[src/rtl/rr_arb_mux_pkg.sv]
// Shared constants and helpers for the round-robin arbitrated mux.
// Optional forced-select ports are enabled with RR_ARB_MUX_FORCE_SEL_EN.
package rr_arb_mux_pkg;

  localparam int DEF_N_SLAVES   = 4;
  localparam int DEF_DATA_WIDTH = 4;

  // Advance an index by one, wrapping at n-1 (not at a power of two).
  function automatic int next_idx(input int idx, input int n);
    return (idx >= n - 1) ? 0 : idx + 1;
  endfunction

endpackage

[src/rtl/rr_arbiter.sv]
// Combinational round-robin arbiter: first requester at or after ptr wins.
// The search wraps at N-1 back to 0; ptr is owned by the parent.
module rr_arbiter #(
  parameter  int N     = 4,
  localparam int SEL_W = $clog2(N)
) (
  input  logic [N-1:0]     req,
  input  logic [SEL_W-1:0] ptr,
  output logic [N-1:0]     gnt,
  output logic [SEL_W-1:0] gnt_idx
);

  // Scan N positions starting at ptr and latch onto the first active request.
  always_comb begin : search
    int  idx;
    logic found;
    gnt     = '0;
    gnt_idx = '0;
    found   = 1'b0;
    idx     = 0;
    for (int k = 0; k < N; k++) begin
      idx = int'(ptr) + k;
      if (idx >= N) idx = idx - N;
      if (!found && req[idx]) begin
        found        = 1'b1;
        gnt[idx]     = 1'b1;
        gnt_idx      = SEL_W'(idx);
      end
    end
  end

endmodule

[src/rtl/rr_arb_mux.sv]
// Registered round-robin N-to-1 mux with valid/ready on every channel.
// Define RR_ARB_MUX_FORCE_SEL_EN to add force_en/force_sel overriding the arbiter.
module rr_arb_mux
  import rr_arb_mux_pkg::*;
#(
  parameter  int N_SLAVES   = DEF_N_SLAVES,
  parameter  int DATA_WIDTH = DEF_DATA_WIDTH,
  localparam int SEL_W      = $clog2(N_SLAVES)
) (
  input  logic                           clk,
  input  logic                           rst_n,
  input  logic [N_SLAVES-1:0]            in_valid,
  output logic [N_SLAVES-1:0]            in_ready,
  input  logic [DATA_WIDTH*N_SLAVES-1:0] in_data,
  output logic                           out_valid,
  input  logic                           out_ready,
  output logic [DATA_WIDTH-1:0]          out_data,
`ifdef RR_ARB_MUX_FORCE_SEL_EN
  input  logic                           force_en,
  input  logic [SEL_W-1:0]               force_sel,
`endif
  output logic [SEL_W-1:0]               out_sel
);

  logic [SEL_W-1:0]      ptr_reg;
  logic                  out_valid_reg;
  logic [DATA_WIDTH-1:0] out_data_reg;
  logic [SEL_W-1:0]      out_sel_reg;

  logic [N_SLAVES-1:0]   arb_gnt;
  logic [SEL_W-1:0]      arb_idx;
  logic [N_SLAVES-1:0]   grant_vec;
  logic [SEL_W-1:0]      grant_idx;
  logic                  grant_ok;
  logic                  advance_ptr;
  logic                  can_load;
  logic                  xfer;
  logic [DATA_WIDTH-1:0] data_arr [N_SLAVES];
  logic [DATA_WIDTH-1:0] sel_data;

  rr_arbiter #(.N(N_SLAVES)) u_arb (
    .req     (in_valid),
    .ptr     (ptr_reg),
    .gnt     (arb_gnt),
    .gnt_idx (arb_idx)
  );

  // Unflatten the channel data bus into one beat per channel.
  for (genvar gi = 0; gi < N_SLAVES; gi++) begin : g_unpack
    assign data_arr[gi] = in_data[gi*DATA_WIDTH +: DATA_WIDTH];
  end

`ifdef RR_ARB_MUX_FORCE_SEL_EN
  // Forced select bypasses the arbiter; an out-of-range index grants nothing.
  always_comb begin
    grant_vec   = arb_gnt;
    grant_idx   = arb_idx;
    grant_ok    = |in_valid;
    advance_ptr = 1'b1;
    if (force_en) begin
      grant_vec   = '0;
      grant_idx   = force_sel;
      grant_ok    = 1'b0;
      advance_ptr = 1'b0;
      for (int i = 0; i < N_SLAVES; i++) begin
        if (force_sel == SEL_W'(i) && in_valid[i]) begin
          grant_vec[i] = 1'b1;
          grant_ok     = 1'b1;
        end
      end
    end
  end
`else
  assign grant_vec   = arb_gnt;
  assign grant_idx   = arb_idx;
  assign grant_ok    = |in_valid;
  assign advance_ptr = 1'b1;
`endif

  assign can_load = !out_valid_reg || out_ready;
  assign xfer     = rst_n && can_load && grant_ok;
  assign in_ready = xfer ? grant_vec : '0;

  // Pick the granted channel's beat; compare-based so odd N never indexes past the array.
  always_comb begin
    sel_data = '0;
    for (int i = 0; i < N_SLAVES; i++) begin
      if (grant_idx == SEL_W'(i)) sel_data = data_arr[i];
    end
  end

  // Output register and round-robin pointer: load on transfer, drain on out_ready.
  always_ff @(posedge clk) begin
    if (!rst_n) begin
      out_valid_reg <= 1'b0;
      out_data_reg  <= '0;
      out_sel_reg   <= '0;
      ptr_reg       <= '0;
    end else if (xfer) begin
      out_valid_reg <= 1'b1;
      out_data_reg  <= sel_data;
      out_sel_reg   <= grant_idx;
      if (advance_ptr) ptr_reg <= SEL_W'(next_idx(int'(grant_idx), N_SLAVES));
    end else if (out_ready) begin
      out_valid_reg <= 1'b0;
    end
  end

  assign out_valid = out_valid_reg;
  assign out_data  = out_data_reg;
  assign out_sel   = out_sel_reg;

endmodule

[config.mk]
export PLATFORM = sky130hd
export DESIGN_NAME = rr_arb_mux
export DESIGN_NICKNAME = d
export VERILOG_FILES = /design/src/rtl/rr_arb_mux_pkg.sv /design/src/rtl/rr_arbiter.sv /design/src/rtl/rr_arb_mux.sv
export SDC_FILE = /design/constraint.sdc
export NUM_CORES = 1
export LEC_CHECK = 0
export ABC_AREA = 1
export CAP_MARGIN = 40
export CORE_MARGIN = 1
export CORE_UTILIZATION = 40
export CTS_BUF_LIST = sky130_fd_sc_hd__clkbuf_4 sky130_fd_sc_hd__clkbuf_8
export DETAILED_ROUTE_END_ITERATION = 8
export PLACE_DENSITY = 0.75
export REMOVE_ABC_BUFFERS = 1
export SLEW_MARGIN = 20
export SYNTH_ARGS = -nofsm -noshare
export SYNTH_HDL_FRONTEND = slang
export SYNTH_HIERARCHICAL = 1
export SYNTH_SLANG_ARGS = --single-unit
[constraint.sdc]
create_clock -name clk -period 8 [get_ports clk]
set_clock_uncertainty 0.2 [all_clocks]
set_input_delay 1.6 -clock clk [delete_from_list [all_inputs] [get_ports clk]]
set_output_delay 1.6 -clock clk [all_outputs]
set_load 0.01 [all_outputs]
# Word-level counts from Yosys, hierarchy flattened
# Index checks and enable logic that the tools add are counted.
# totals
out_inout_bits	11
ff_bits	9
elab_cells	91
# op_classes
eq_ne	3
magnitude_cmp	13
n_reduce_logical	17
n_addsub	8
mux	43
bitwise	3
# op_table
operator	n
32-bit by 1-bit >= comparator with 1-bit output (second input constant)	4
32-bit by 4-bit less-than comparator with 1-bit output (second input constant)	4
32-bit two-way mux	4
32-bit by 4-bit >= comparator with 1-bit output (second input constant)	3
32-bit by 4-bit subtractor with 32-bit output (second input constant)	3
4-bit two-way mux	9
1-bit two-way mux	17
4-bit bitwise OR	3
2-bit two-way mux	5
1-bit logical AND	9
1-bit binary-select mux with 2-bit select	4
1-bit demux with 2-bit select	4
2-bit by 2-bit adder with 3-bit output (second input constant)	2
2-bit equality test (second input constant)	2
1-bit zero test	4
4-bit OR reduction	1
2-bit by 3-bit subtractor with 4-bit output (second input constant)	1
2-bit by 1-bit adder with 3-bit output (second input constant)	1
2-bit by 3-bit >= comparator with 1-bit output (second input constant)	1
2-bit by 1-bit adder with 2-bit output (second input constant)	1
2-bit by 1-bit equality test with 1-bit output (second input constant)	1
2-bit >= comparator (second input constant)	1
2-bit zero test	1
2-bit nonzero test	1
1-bit logical OR	1

# Depth between registers and ports, before layout
# depth
depth_word	20
depth_mapped	19

# Modules after synthesis
# Netlist, hierarchy kept.
# modules_own_cells
module	cells_each	n_inst	area_each_um2	seq_area_each_um2
rr_arb_mux	94	1	598.1	180.2
rr_arbiter	85	1	553.0	0.0

# Worst setup path after synthesis
# OpenSTA, ideal clock, no wires.
# synth_timing
path_kind	input-to-output
from	input in_valid[3]
to	output in_ready[0]
t_arrival_ns	2.435
path_stages	9
n_path_buf	0
path_slack_ns	3.765
cell_sequence	inv_1 nand2_1 nand3_4 nand2_8 nor2_8 nand3_1 nand3_1 inv_1 nor2_1
# synth_via
elab_chain_cells	14
elab_cells_between_ends	31
# synth_lines
item	line	text
from (decl)	rr_arb_mux.sv:12	input logic [N_SLAVES-1:0] in_valid,
1-bit binary-select mux with 2-bit select	rr_arbiter.sv:24	if (!found && req[idx]) begin
1-bit two-way mux (implied by the code) (2 in series)	rr_arbiter.sv:24	
1-bit two-way mux	rr_arbiter.sv:24	
1-bit zero test	rr_arbiter.sv:24	
1-bit logical AND	rr_arbiter.sv:24	
1-bit two-way mux	rr_arbiter.sv:24	
1-bit zero test	rr_arbiter.sv:24	
1-bit logical AND	rr_arbiter.sv:24	
1-bit two-way mux	rr_arbiter.sv:24	
1-bit zero test	rr_arbiter.sv:24	
1-bit logical AND	rr_arbiter.sv:24	
4-bit two-way mux *	rr_arbiter.sv:24	
named net arb_gnt[0]	rr_arb_mux.sv:30	logic [N_SLAVES-1:0] arb_gnt;
4-bit two-way mux *	rr_arb_mux.sv:82	assign in_ready = xfer ? grant_vec : '0;
to (decl)	rr_arb_mux.sv:13	output logic [N_SLAVES-1:0] in_ready,
# The timed path passes the listed nets; every way through them passes the cells marked *. The select of a mux whose other input is x is not followed.

# Final worst setup path
# layout_timing
from	input in_valid[3]
to	output in_ready[3]
# The elaborated chain is that of the path after synthesis.

==> results.json <==
{
  "outcome": "complete, no violations",
  "cts_sinks": 9,
  "reg2reg_from": "ptr_reg[0]",
  "num-nets-final": 250,
  "finalSetupTns_ps": 0,
  "hold_path_end": "out_data[0]",
  "post_cts_resized": 0,
  "register_area_sq_um": 180,
  "pwr-share-comb_pct": 78.0,
  "ys_types": 23,
  "grt_pass1_vias": 1083,
  "synth_largest_area_cell": "dfxtp_1",
  "clk_pin_slew_ps": 60,
  "yosys.area.top_type_share_pct": 15.7,
  "nFillCells": 285,
  "power_density_mw_per_mm2": 358,
  "hold-path-cell-count": 2,
  "yosys-top-cells-area": "dfxtp_1 (16%), nand2_1 (15%), ha_1 (13%)",
  "cp-end-kind": "output pin",
  "holdCritStartpoint": "out_data[0]",
  "critical_path_class": "in -> out",
  "die-area_sq_mm": 0.00310,
  "cts_made_buffers": 3,
  "fin_cells": 245,
  "required_ps": 6200,
  "multi_input_comb_area_sq_um": 836,
  "postCtsSetupBuffers": 0,
  "syn_inst": 179,
  "cp_slowest_cell": "clkdlybuf4s50_1",
  "drv_slew": 0,
  "crit_family": "buffers and inverters",
  "max_stage_delay_ps": 540,
  "start_util_pct": 42.1,
  "mostFrequentLayoutCells": "nand2_1 (45), clkdlybuf4s50_1 (33), nand3_1 (30)",
  "row_count": 19,
  "final_common_cell": "nand2_1",
  "timing.final.crit_share_pct": 66.5,
  "worst_slew_pin_slew_ps": 546,
  "r2r_cells": 16,
  "drt.antenna.violating_nets": 0,
  "diodes": 0,
  "peakVddDrop_uv": 203,
  "antenna_found_initial": 0,
  "hold_viol_final": 0,
  "drc": 0,
  "p_sw_mw": 0.287,
  "grt_max_degree": 19,
  "crit_fanout": 9,
  "hpwl_microns": 1950,
  "vias_per_cell": 4.97,
  "p_leak_nw": 0.729,
  "cell_internal_pwr_mw": 0.260,
  "layout-drive-gt1-share_pct": 10.3,
  "grt_pass1_wl_microns": 4300,
  "numPortBuffers": 33,
  "critical_path_buf_inv_count": 4,
  "grt_util_all_layers_pct": 16.7,
  "place.gp.congestion": 0.783,
  "dpl.cell_count": 241,
  "r2r_slack_ps": 4740,
  "largest_reg_flops": 4,
  "hp-class": "reg -> reg",
  "cap_violations": 0,
  "maxSlewHeadroom_pct": 63.6,
  "p_seq_share_pct": 15.3,
  "clk_latency_ps": 250,
  "coreArea_sq_mm": 0.00273,
  "setup_viol": 0,
  "die_w_microns": 55.6,
  "htree_levels": 1,
  "swShare_pct": 52.5,
  "ys_seq_elements": 9,
  "grt_overflow": 0,
  "drtIter0Drc": 21,
  "yosysWarnings": 6,
  "timing.rr.end": "out_data[1]",
  "avgSynthCellArea_sq_um": 6.43,
  "clock_path_buffers": 2,
  "fmax_mhz": 188,
  "via_count": 1217,
  "ios": 34,
  "critical_path_arrival_ps": 3520,
  "die_h_microns": 55.6,
  "grt_setup_unrepaired": "no",
  "cts_hold_buf": 0,
  "wl_per_cell_microns": 9.88,
  "area_delta_synth_final_pct": 32.7,
  "path_cells": "clkdlybuf4s50_1, inv_1, nand2_1, nand3_4, nand2_8, nor2_8, nand3_1, nand3_1, inv_1, nor2_1, clkdlybuf4s50_1",
  "cts_tree": "done",
  "clk_root_buffer_cell": "clkbuf_4",
  "clockPowerShare_pct": 6.8,
  "firstDrtPassIters": 4,
  "fin_crit_ps": 5320,
  "worst_setup_path_start_kind": "primary input",
  "synth.yosys.seq_area_share_pct": 15.7,
  "drt_wl_total_microns": 2420,
  "synth_area_sq_mm": 0.00115
}
[kinds of logic after synthesis]
| logic type | share of synthesized area [%] |
|---|---|
| and+or+nand+nor | 46.6 |
| buffers and inverters | 11.7 |
| DFF | 15.7 |
| adders and majority gates | 13.0 |
| AOI/OAI and AO/OA | 12.9 |
[worst register-to-register path, delay by kind of cell (launching register included)]
family                   cells  cell delay (ps)
AO/OA/AOI/OAI                1              120
adder cells (fa/ha/maj)      2              670
buffers and inverters        4              540
flip-flops                   1              660
AND/OR/NAND/NOR              9              990
[area by class of cell]
class / instances / area share (%)
well taps: 31 / 2.54
repair buffers: 33 / 21.6
flip-flops and latches: 9 / 11.8
clock buffers: 4 / 1.97
multi-input cells: 143 / 54.7
inverters: 25 / 7.37
[stage by stage]
step	utilization [%]	hold slack, ps	power (mW)	cell area [sq um]	worst slack [ps]
floorplan	-	290	0.398	1130	3740
global placement	54.8	262	0.510	1500	2710
detailed placement	54.8	260	0.511	1500	2690
CTS	55.9	269	0.550	1530	2690
global route	55.9	284	0.615	1530	2470
finish	55.9	263	0.547	1530	2680
[worst max-delay path by stage]
stage	startpoint	endpoint	slack, ps	cells past startpoint
floorplan	in_valid[3]	in_ready[0]	3740	9
global placement	in_valid[2]	in_ready[3]	2710	11
detailed placement	in_valid[3]	in_ready[3]	2690	11
CTS	in_valid[3]	in_ready[3]	2690	11
global route	in_valid[0]	in_ready[3]	2470	12
finish	in_valid[3]	in_ready[3]	2680	11
[cells in the mapped netlist, drive strengths merged]
master and n:
ha 12, nand3 31, nand2 53, a21oi 15
nor2 22, bufinv 1, o21ai 5, nand4 1
inv 24, dfxtp 9, a21boi 4, buf 2
[layer usage]
metal / wire length [microns] / global-route usage (%)
met1: 1170 / 21.5
met2: 1170 / 29.9
met3: 87 / 2.79
met4: 0 / 2.14
met5: 0 / 0
[power groups by stage]
stage	combinational [mW]	clock (mW)	sequential (mW)
after floorplan	0.311	0	0.0873
after global placement	0.426	0	0.0846
after detailed placement	0.426	0	0.0844
after CTS	0.428	0.0382	0.0836
after global routing	0.487	0.0426	0.0860
final	0.427	0.0370	0.0836
(Power assumes the default switching activity.)
